**src/rtl/axilite_cfg_master.sv**
```systemverilog
// AXI-Lite initiator for the FIR configuration slave.
// Single outstanding transaction, no write-response channel.
module axilite_cfg_master #(
    parameter int pADDR_WIDTH = 12,
    parameter int pDATA_WIDTH = 32,
    parameter int pTIMEOUT    = 255
) (
    input  logic                   axis_clk,
    input  logic                   axis_rst_n,
    input  logic                   cmd_valid,
    output logic                   cmd_ready,
    input  logic                   cmd_write,
    input  logic [pADDR_WIDTH-1:0] cmd_addr,
    input  logic [pDATA_WIDTH-1:0] cmd_wdata,
    output logic                   rsp_valid,
    output logic                   rsp_err,
    output logic [pDATA_WIDTH-1:0] rsp_rdata,
    output logic                   awvalid,
    input  logic                   awready,
    output logic [pADDR_WIDTH-1:0] awaddr,
    output logic                   wvalid,
    input  logic                   wready,
    output logic [pDATA_WIDTH-1:0] wdata,
    output logic                   arvalid,
    input  logic                   arready,
    output logic [pADDR_WIDTH-1:0] araddr,
    input  logic                   rvalid,
    output logic                   rready,
    input  logic [pDATA_WIDTH-1:0] rdata
);

    localparam int CW = (pTIMEOUT > 2) ? $clog2(pTIMEOUT) : 1;

    typedef enum logic [2:0] {
        IDLE,
        WRITE,
        READ_A,
        READ_D,
        RESP
    } state_t;

    state_t                 state_q;
    logic [CW-1:0]          cnt_q;
    logic                   aw_done_q;
    logic                   w_done_q;
    logic                   cmd_ready_q;
    logic                   awvalid_q;
    logic                   wvalid_q;
    logic                   arvalid_q;
    logic                   rready_q;
    logic                   rsp_valid_q;
    logic                   rsp_err_q;
    logic [pADDR_WIDTH-1:0] addr_q;
    logic [pDATA_WIDTH-1:0] wdata_q;
    logic [pDATA_WIDTH-1:0] rdata_q;

    logic aw_hs;
    logic w_hs;
    logic fin;
    logic in_bus;
    logic tmo;

    assign aw_hs  = awvalid_q & awready;
    assign w_hs   = wvalid_q & wready;
    assign tmo    = (cnt_q == CW'(pTIMEOUT - 1));
    assign in_bus = (state_q == WRITE) || (state_q == READ_A)
                 || (state_q == READ_D);

    // Completion of the current bus state, counting same-cycle handshakes.
    always_comb begin
        fin = 1'b0;
        unique case (state_q)
            WRITE:   fin = (aw_done_q | aw_hs) & (w_done_q | w_hs);
            READ_A:  fin = arvalid_q & arready;
            READ_D:  fin = rvalid;
            default: fin = 1'b0;
        endcase
    end

    always_ff @(posedge axis_clk) begin
        if (!axis_rst_n) begin
            state_q     <= IDLE;
            cnt_q       <= '0;
            aw_done_q   <= 1'b0;
            w_done_q    <= 1'b0;
            cmd_ready_q <= 1'b1;
            awvalid_q   <= 1'b0;
            wvalid_q    <= 1'b0;
            arvalid_q   <= 1'b0;
            rready_q    <= 1'b0;
            rsp_valid_q <= 1'b0;
            rsp_err_q   <= 1'b0;
            addr_q      <= '0;
            wdata_q     <= '0;
            rdata_q     <= '0;
        end else if (in_bus && !fin && tmo) begin
            state_q     <= RESP;
            cnt_q       <= '0;
            awvalid_q   <= 1'b0;
            wvalid_q    <= 1'b0;
            arvalid_q   <= 1'b0;
            rready_q    <= 1'b0;
            rsp_valid_q <= 1'b1;
            rsp_err_q   <= 1'b1;
            rdata_q     <= '0;
        end else begin
            unique case (state_q)
                IDLE: begin
                    if (cmd_valid) begin
                        addr_q      <= cmd_addr;
                        wdata_q     <= cmd_wdata;
                        cmd_ready_q <= 1'b0;
                        cnt_q       <= '0;
                        aw_done_q   <= 1'b0;
                        w_done_q    <= 1'b0;
                        if (cmd_write) begin
                            state_q   <= WRITE;
                            awvalid_q <= 1'b1;
                            wvalid_q  <= 1'b1;
                        end else begin
                            state_q   <= READ_A;
                            arvalid_q <= 1'b1;
                            rready_q  <= 1'b1;
                        end
                    end
                end
                WRITE: begin
                    if (fin) begin
                        state_q     <= RESP;
                        cnt_q       <= '0;
                        awvalid_q   <= 1'b0;
                        wvalid_q    <= 1'b0;
                        rsp_valid_q <= 1'b1;
                        rsp_err_q   <= 1'b0;
                    end else begin
                        cnt_q <= cnt_q + 1'b1;
                        if (aw_hs) begin
                            awvalid_q <= 1'b0;
                            aw_done_q <= 1'b1;
                        end
                        if (w_hs) begin
                            wvalid_q <= 1'b0;
                            w_done_q <= 1'b1;
                        end
                    end
                end
                READ_A: begin
                    if (fin) begin
                        state_q   <= READ_D;
                        cnt_q     <= '0;
                        arvalid_q <= 1'b0;
                    end else begin
                        cnt_q <= cnt_q + 1'b1;
                    end
                end
                READ_D: begin
                    if (fin) begin
                        state_q     <= RESP;
                        cnt_q       <= '0;
                        rready_q    <= 1'b0;
                        rdata_q     <= rdata;
                        rsp_valid_q <= 1'b1;
                        rsp_err_q   <= 1'b0;
                    end else begin
                        cnt_q <= cnt_q + 1'b1;
                    end
                end
                RESP: begin
                    state_q     <= IDLE;
                    cnt_q       <= '0;
                    rsp_valid_q <= 1'b0;
                    rsp_err_q   <= 1'b0;
                    cmd_ready_q <= 1'b1;
                end
                default: begin
                    state_q     <= IDLE;
                    cmd_ready_q <= 1'b1;
                end
            endcase
        end
    end

    assign cmd_ready = cmd_ready_q;
    assign rsp_valid = rsp_valid_q;
    assign rsp_err   = rsp_err_q;
    assign rsp_rdata = rdata_q;
    assign awvalid   = awvalid_q;
    assign awaddr    = addr_q;
    assign wvalid    = wvalid_q;
    assign wdata     = wdata_q;
    assign arvalid   = arvalid_q;
    assign araddr    = addr_q;
    assign rready    = rready_q;

endmodule

```
**config.mk**
```make
export PLATFORM = sky130hd
export DESIGN_NAME = axilite_cfg_master
export DESIGN_NICKNAME = d
export VERILOG_FILES = /design/src/rtl/axilite_cfg_master.sv
export SDC_FILE = /design/constraint.sdc
export NUM_CORES = 1
export LEC_CHECK = 0
export BUFFER_PORTS_ARGS = -buffer_cell sky130_fd_sc_hd__buf_2
export CORE_ASPECT_RATIO = 2
export CORE_MARGIN = 5
export CORE_UTILIZATION = 42
export DETAILED_ROUTE_END_ITERATION = 10
export PLACE_DENSITY = 0.73
export SLEW_MARGIN = 15
export SYNTH_ARGS = -nofsm -noshare
export SYNTH_HDL_FRONTEND = slang
export SYNTH_SLANG_ARGS = --single-unit
```
**constraint.sdc**
```tcl
create_clock -name axis_clk -period 1.65 [get_ports axis_clk]
set_input_delay 0.2475 -clock axis_clk [delete_from_list [all_inputs] [get_ports axis_clk]]
set_output_delay 0.2475 -clock axis_clk [all_outputs]
set_load 0.1 [all_outputs]
```
Word level (Yosys, flattened, before mapping). Cells that the tools add are included. Widths: inputs -> output; s select.

Bitwise logic cells: 9. Reductions and logical operators: 27. Muxes and demuxes: 36. Add/sub/neg operators: 1. Equal/unequal tests: 19.

Operators by type and width (number): $pmux 8 s3 (1); $pmux 1 s2 (9); $mux 1 (17); $mux 8 (2); $ne 2x2->1 const B (8); $reduce_and 4->1 (4); $mux 3 (4); $reduce_and 3->1 (4); $reduce_and 5->1 (2); $ne 3x3->1 const B (3); $pmux 3 s3 (1); $add 8x1->8 const B (1); $eq 8x8->1 const B (1); $eq 3x2->1 const B (2); $reduce_and 2->1 (3); $reduce_bool 2->1 (3); $reduce_bool 3->1 (2); $and 1x1->1 (4); $reduce_or 2->1 (2); $eq 3x1->1 const B (1); $eq 3x3->1 const B (1); $logic_not 3->1 (1); $ne 3x1->1 const B (1); $ne 3x2->1 const B (1); 9 further kinds (14).

Output and inout bits: 95. Logic and storage cells: 107. Bits in registers: 96.

Longest topological paths before layout. Gate-level depths: netlist of run 1.

Depth after elaboration: 9. Mapped depth: 7. Depth with buffers taken out: 6.

Least setup slack after synthesis of run 1. OpenSTA, ideal clock, no wires.

Kind: register to register. Start point: reg wvalid_q (netlist: wvalid). End point: reg cnt_q[0]. Data arrival time: 2065 ps. Path slack: -551 ps. Required time: 1515 ps. Cell stages (with the launch flop): 5. Library setup time: 135 ps. Path buffers: 0. Period minus slack after synthesis: 2201 ps. Cell sequence: dfxtp_1 -> a21oi_1 -> o32a_1 -> nor2_1 -> nor3_1.

Cells in the longest elaborated chain, start to end: 8.

Ends and longest elaborated chain: from (decl) (RTL line 48) `logic wvalid_q;`; from (signal assigned) (RTL line 88) `wvalid_q <= 1'b0;`; from (signal assigned) (RTL line 100) `wvalid_q <= 1'b0;`; from (signal assigned) (RTL line 119) `wvalid_q <= 1'b1;`; $and 1x1->1 (*) (RTL line 64) `assign w_hs = wvalid_q & wready;`; $or 1x1->1 (*) (RTL line 73) `WRITE: fin = (aw_done_q | aw_hs) & (w_done_q | w_hs);`; $and 1x1->1 (*) (RTL line 73); $pmux 1 s3 (*) (RTL line 72) `unique case (state_q)`; $logic_not 1->1 (RTL line 96) `end else if (in_bus && !fin && tmo) begin`; $logic_and 1x1->1 (2 in a row) (RTL line 96); $reduce_or 2->1 (no source line); to (signal assigned) (RTL line 136) `cnt_q <= cnt_q + 1'b1;`; to (signal assigned) (RTL line 153) `cnt_q <= cnt_q + 1'b1;`; to (signal assigned) (RTL line 165) `cnt_q <= cnt_q + 1'b1;`; to (decl) (RTL line 43) `logic [CW-1:0] cnt_q;`.

Mark *: on every way between the ends. The rest lies on a longest branch, timed or not. A chain may end at the register's enable or synchronous reset.

Worst setup path in the final report of run 1.
Start point: reg state_q[2]. End point: reg rdata_q[8] (netlist: rsp_rdata[8]).

Cells in the longest elaborated chain, start to end: 6.

Ends and longest elaborated chain: from (decl) (RTL line 42) `state_t state_q;`; from (signal assigned) (RTL line 82) `state_q <= IDLE;`; from (signal assigned) (RTL line 97) `state_q <= RESP;`; from (signal assigned) (RTL line 117) `state_q <= WRITE;`; $eq 3x2->1, or another cell as far along (RTL line 67, 72, 107); $pmux 1 s3 or $logic_or 1x1->1 (tied branches) (RTL line 72, 66); $logic_not 1->1 or $logic_or 1x1->1 (tied branches) (RTL line 96, 67); $logic_and 1x1->1 (2 in a row) (RTL line 96); $reduce_or 2->1 (no source line); to (signal assigned) (RTL line 161) `rdata_q <= rdata;`; to (decl) (RTL line 55) `logic [pDATA_WIDTH-1:0] rdata_q;`.

Several ways; a longest one is shown, not always the timed one.

==> metrics.md, run 1 <==
| Metric | Value |
|---|---|
| Outcome | finished clean |
| Area share of the largest cell type after synthesis | a little under half |
| Global Route Usage Sum | approximately 18% |
| Overall power | around 6.1 mW |
| Initial antenna violation count | 0 |
| Combinational power share | 27.8% |
| Worst path slowest cell | or3b_4 |
| Inserted Diodes | 0 |
| CP max stage delay | 0.41 ns |
| Routed len/inst | around 14 µm |
| Flop pwr share | ~41% |
| Sw Share | around 36% |
| Global placer's final weighted congestion | approximately 0.78 |
| Most common cell in the synthesized netlist | nand2_1 |
| Clk pin slew, worst setup/hold paths | 0.07 ns |
| Total CTS buffers | 9 |
| Clock share of power | between 30% and 40% |
| Final setup viols | 0 |
| P_sw | ~2.2 mW |
| Total gr overflow | 0 |
| Vias per cell | roughly 5.0 |
| Clk sinks | between 90 and 100 |
| Clk_lat worst skew | 0.34 ns |
| # DRC | 0 |
| Synth Cell Area | around 4000 µm² |
| Worst-path cell chain | or3b_4 -> nor3_4 -> o31ai_4 -> buf_6 -> buf_12 -> a21oi_1 |
| Seq/Total Area, Yosys | a little under half |
| Required @ worst endpoint | roughly 1.9 ns |
| Std-Cell Rows | 50 |
| Dominant cells by area after synthesis | dfxtp_1 (48%), nand2_1 (15%), a21boi_1 (7.3%), a21oi_2 (5.9%), buf_4 (2.4%) |
| Via count | ~3800 |
| Fill cell count | 831 |
| Hold slack | ~0.13 ns |
| Yosys Warn Count | 0 |
| Critical path startpoint category | register |
| Relative slew slack | 65.84% |
| Top FF cell, synth | dfxtp_1 |
| Port bufs | about 180 |
| Die Area | ~12000 µm² |
| Period utilisation layout | a little over nine tenths |
| Die H | approximately 150 µm |
| First-pass GRT wire length | between 15 and 20 mm |
| #FFs+latches synth | 96 |
| Pre-CTS setup slack | -0.01659 ns |
| Peak supply drop | just under 0.7 mV |
| Syn Inst Count | approximately 470 |
| Max-slew violation count | 0 |
| Setup WS post-layout | 0.02740 ns |
| Distinct cells, synth | between 50 and 60 |
| RSZ-0062 raised after global routing | yes |
| Min Tclk post-route | 1.623 ns |
| Clk_skew | between 0.01 and 0.015 ns |
| P_int | about 4 mW |
| Hold Crit Class | in2reg |
| Critical path peak fanout | 19 |
| Least-Margin Pin Slew | between 0.5 and 0.6 ns |
| Max Buffers Root-to-Sink | 2 |
| Finished Core Util | slightly below 60% |
| Highest Clock Rate | ~620 MHz |
| FFs w/ async S/R, synth | 0% |
| Hold Violations, Final | 0 |
| Violation count after the first detailed-route iteration | 141 |
| Chip Width | 79.17 µm |
| Vias in the first global route | 3678 |
| TritonCTS clock tree | built |
| Core ar. | roughly 9400 µm² |
| Power density cells | ~1100 nW/µm² |
| Layout area overhead | 37.92% |
| Dominant cell type by area after synthesis | dfxtp_1 |
| Max-Cap Viols | 0 |
| Largest net degree at the start of global routing | 45 |
| Syn Nets | between 500 and 600 |
| Post-Route WL | 10.99 mm |
| EDFF count, synth | 0 |
| Hold-fix buffers, CTS | 0 |
| Clock root cell | clkbuf_16 |
| DP HPWL | about 8.1 mm |
| LEAKAGE | 2.557 nW |
| DRT Pass-1 Iters | 4 |
| Critical path class | reg2reg |
| Layout cell share with drive strength beyond 1 | roughly 43% |
| Antenna-violating nets left | 0 |
| Htree depth | 3 |
| Multi-input logic area | between 1500 and 2000 µm² |
| Register area | ~1900 µm² |
| Top post-synthesis cells by count | nand2_1 (162), dfxtp_1 (96), a21boi_1 (39) |
| Arrival @ worst endpoint | 1.89 ns |
| Final nets | around 740 |
| IO Pins | roughly 180 |
| CP Capture Type | register |
| Initial Utilization | 42.83% |
| Mean Syn Cell Area | 8.624 µm² |
[cell usage in the layout, fill, tap and decap left out, types with 2 or more instances in the layout]
| cell type | instances |
|---|---|
| nand3_1 | 5 |
| a21oi_1 | 10 |
| a21o_1 | 3 |
| xor2_1 | 5 |
| nand2b_1 | 2 |
| inv_6 | 2 |
| and3_1 | 2 |
| buf_4 | 27 |
| a21oi_2 | 32 |
| o41ai_1 | 2 |
| and2_1 | 2 |
| buf_2 | 178 |
| a21boi_1 | 40 |
| nand4_1 | 4 |
| dfxtp_1 | 91 |
| or3b_4 | 2 |
| nand2_1 | 162 |
| buf_12 | 5 |
| o21ai_0 | 4 |
| nor2_2 | 2 |
| clkbuf_16 | 12 |
| nor2_1 | 9 |
| dfxtp_4 | 5 |
| nor3_1 | 7 |
| a21boi_0 | 4 |
| buf_6 | 2 |
| a31oi_1 | 2 |
| ha_1 | 2 |
[registers in the layout, summed over array words and instances, names as in the netlist]
register   count
rsp_err        1
awvalid        1
rsp_valid      1
state_q        3
arvalid        1
aw_done_q      1
wdata         32
rready         1
rsp_rdata     32
w_done_q       1
araddr        12
wvalid         1
cmd_ready      1
cnt_q          8
[layer usage]
metal | global-route usage [%] | part of all wire (%)
met1 | 17.56 | 36
met2 | 32.73 | 53
met3 | 4.727 | 7.0
met4 | 7.831 | 3.4
met5 | 0 | 0
[power by group through the flow]
stage | registers (mW) | logic, mW | clock network [mW]
2_1_floorplan | 3.27 | 0.562 | 0
3_5_place_dp | 2.55 | 1.63 | 0
3_3_place_gp | 2.54 | 1.61 | 0
6_report | 2.49 | 1.70 | 1.94
4_1_cts | 2.50 | 1.63 | 2.01
5_1_grt | 2.51 | 1.79 | 2.10
[critical path, delay by kind of cell (launching register included)]
family                 cells  cell delay [ns]
AOI/OAI and AO/OA          2             0.23
buffers and inverters      2             0.30
DFF                        1             0.37
and+or+nand+nor            2             0.65
[cell type report]
class	instances	share of cell area (%)
well taps	104	2.348
inverters	1	0.06772
flip-flops and latches	96	35.01
clock buffers	11	4.379
repair buffers	216	23.39
multi-input cells	328	34.11
clock inverters	5	0.6998
[stage by stage]
step	setup TNS, ns	cell area (µm²)	instances
2_1_floorplan	0	4034	466
3_3_place_gp	0	5069	733
3_5_place_dp	-0.01659	5069	733
4_1_cts	0	5361	749
5_1_grt	-0.1114	5543	761
6_report	0	5543	761
[what timing repair did]
| item | in CTS | in global routing |
|---|---|---|
| gates cloned | 0 | 4 |
| setup endpoints to repair | 2 | 51 |
| resized for setup | 5 | 11 |
| setup buffers | 0 | 8 |
| pin swaps | 2 | 5 |
[worst paths after layout]
kind | to | from | slack [ns] | cells after the start
worst max-delay path | rsp_rdata[8] | state_q[2] | 0.03 | 6
worst min-delay path | wdata[6] | cmd_wdata[6] | 0.13 | 3
worst max register to register | rsp_rdata[8] | state_q[2] | 0.03 | 6
worst min register to register | wdata[18] | wdata[18] | 0.45 | 2
[cells by family after synthesis]
group,Yosys count,synth area share (%)
XOR/XNOR,6,1.308
AND/OR/NAND/NOR,212,23.16
adder cells (fa/ha/maj),2,0.6226
AO/OA/AOI/OAI,108,20.86
flip-flops,96,47.82
buffers and inverters,42,6.226
Note: power is estimated with default switching activity, not from simulation.
==> inputs of run 2 (changes only) <==
--- a/config.mk
+++ b/config.mk
@@ -8,9 +8,10 @@
 export BUFFER_PORTS_ARGS = -buffer_cell sky130_fd_sc_hd__buf_2
 export CORE_ASPECT_RATIO = 2
 export CORE_MARGIN = 5
-export CORE_UTILIZATION = 42
+export CORE_UTILIZATION = 46
 export DETAILED_ROUTE_END_ITERATION = 10
-export PLACE_DENSITY = 0.73
+export GPL_TIMING_DRIVEN = 0
+export PLACE_DENSITY = 0.76
 export SLEW_MARGIN = 15
 export SYNTH_ARGS = -nofsm -noshare
 export SYNTH_HDL_FRONTEND = slang
==> constraint.sdc (replaced) <==
create_clock -name axis_clk -period 1.8 [get_ports axis_clk]
set_input_delay 0.27 -clock axis_clk [delete_from_list [all_inputs] [get_ports axis_clk]]
set_output_delay 0.27 -clock axis_clk [all_outputs]
set_load 0.1 [all_outputs]
==> metrics.md, run 2 (synthesized netlist as in run 1, its figures left out) <==
| Metric | Value |
|---|---|
| Hold Crit Class | in2reg |
| Final setup TNS | 0 ns |
| Routed len/inst | about 14 µm |
| Least-Margin Pin Slew | 0.7002 ns |
| Worst path buffer plus inverter count | 3 |
| DP HPWL | around 8.5 mm |
| Worst-path cell chain | buf_2 -> nand2b_1 -> or2_2 -> buf_2 -> clkbuf_1 -> nand2_1 -> a21oi_2 |
| Worst path slowest cell | dfxtp_1 |
| First-pass GRT wire length | between 15 and 20 mm |
| Hold-fix buffers, CTS | 0 |
| CP Capture Type | register |
| Period utilisation layout | between 90 and 100% |
| Final nets | 745 |
| Max-slew violation count | 0 |
| Clk_lat worst skew | around 0.35 ns |
| Violation count after the first detailed-route iteration | approximately 130 |
| Final setup viols | 0 |
| Most frequent cells in the layout | buf_2 (185), nand2_1 (162), dfxtp_1 (92), a21boi_1 (39), a21oi_2 (27) |
| Highest Clock Rate | 578.4 MHz |
| Std-Cell Rows | 48 |
| Clk_skew | about 0.0081 ns |
| Max-Cap Viols | 0 |
| Htree depth | 3 |
| # DRC | 0 |
| Global placer's final weighted congestion | just under 0.9 |
| Layout cell share with drive strength beyond 1 | between 40% and 50% |
| Crit path max-delay family | buffers and inverters |
| CP max stage delay | roughly 0.35 ns |
| Finished Core Util | about 63% |
| Initial antenna violation count | 0 |
| Max Buffers Root-to-Sink | 2 |
| Vias in the first global route | ~3800 |
| Clock root cell | clkbuf_16 |
| Via count | approximately 3800 |
| DRT Pass-1 Iters | 4 |
| LEAKAGE | 2.521 nW |
| Clk sinks | 96 |
| Placed cell count | approximately 740 |
| Most common cell after layout, fill and taps aside | buf_2 |
| Antenna-violating nets left | 0 |
| Largest net degree at the start of global routing | 19 |
| Outcome | finished clean |
| Peak supply drop | roughly 0.63 mV |
| Global Route Usage Sum | between 10% and 20% |
| Total gr overflow | 0 |
| Finished Layout Cells | ~760 |
| Clk pin slew, worst setup/hold paths | about 0.070 ns |
| Arrival @ worst endpoint | 1.97 ns |
| Layout area overhead | 34.62% |
| Critical path class | reg2reg |
| Setup WS post-layout | 0.07117 ns |
| Required @ worst endpoint | between 2 and 2.5 ns |
| Critical path startpoint category | register |
| IO Pins | between 150 and 200 |
| Initial Utilization | between 40% and 50% |
| Pre-CTS setup slack | -0.1433 ns |
| Min Tclk post-route | 1.729 ns |
| Chip Width | around 76 µm |
| Relative slew slack | between 50 and 60% |
| Port bufs | 177 |
| Critical path peak fanout | 10 |
| Total CTS buffers | 9 |
| TritonCTS clock tree | built |
| Die Area | ~11000 µm² |
| Hold Violations, Final | 0 |
| Vias per cell | about 5 |
| Die H | about 140 µm |
| RSZ-0062 raised after global routing | yes |
| Post-Route WL | approximately 11 mm |
| Hold slack | 0.1564 ns |
| Core ar. | roughly 8600 µm² |
| Final instance area | about 5400 µm² |
| Most common cell on crit path | buf_2 |
| Overall power | between 5 and 6 mW |
| Inserted Diodes | 0 |
| Dpl cell area | between 5000 and 6000 µm² |
| Power density cells | between 1000 and 1500 nW/µm² |
## run 2: cell count changes in the layout (fill, tap and decap cells not counted), sizes merged
| cell | before | now |
|---|---|---|
| buf | 212 | 211 |
| clkbuf | 15 | 21 |
| clkinv | 2 | 3 |
| clkinvlp | 1 | 0 |
| inv | 3 | 5 |
## run 2: cell type report
type,instances,area [µm²]
Sequential cell,96,1934
Fill cell,767,3178
Timing Repair Buffer,182,935.9
Multi-Input combinational cell,328,1862
Clock buffer,9,225.2
Buffer,41,261.5
Inverter,1,3.754
Tap cell,100,125.1
Clock inverter,7,62.56
## run 2: worst paths after layout
kind / from / end / slack, ns / cells past startpoint
hold reg to reg: cmd_ready / cmd_ready / 0.44 / 2
setup / recovery: state_q[1] / rsp_rdata[13] / 0.07 / 7
setup reg to reg: state_q[1] / rsp_rdata[13] / 0.07 / 7
hold / removal: rdata[7] / rsp_rdata[7] / 0.16 / 3
## run 2: repair_timing
item                       in CTS  in global routing
resized for setup               0                 18
pin swaps                       1                  2
setup endpoints to repair      30                 74
cloned                          0                  0
buffers inserted                3                  2
## run 2: routing by layer
layer	vias up	GRT usage (%)	share of wire [%]
met1	1655	19.09	35
met3	27	7.224	9.2
li1	1923	-	-
met2	165	36.21	53
met5	-	0	0
met4	0	8.940	3.2
## run 2: power by group
| part | switching (mW) | internal (mW) |
|---|---|---|
| clock | 0.870 | 0.969 |
| combinational | 1.16 | 0.341 |
| sequential | 0.0639 | 2.23 |
## run 2: worst min-delay path, stage by stage
cell,delay [ns]
buf_2,0.09
nand2_1,0.04
a21oi_1,0.05
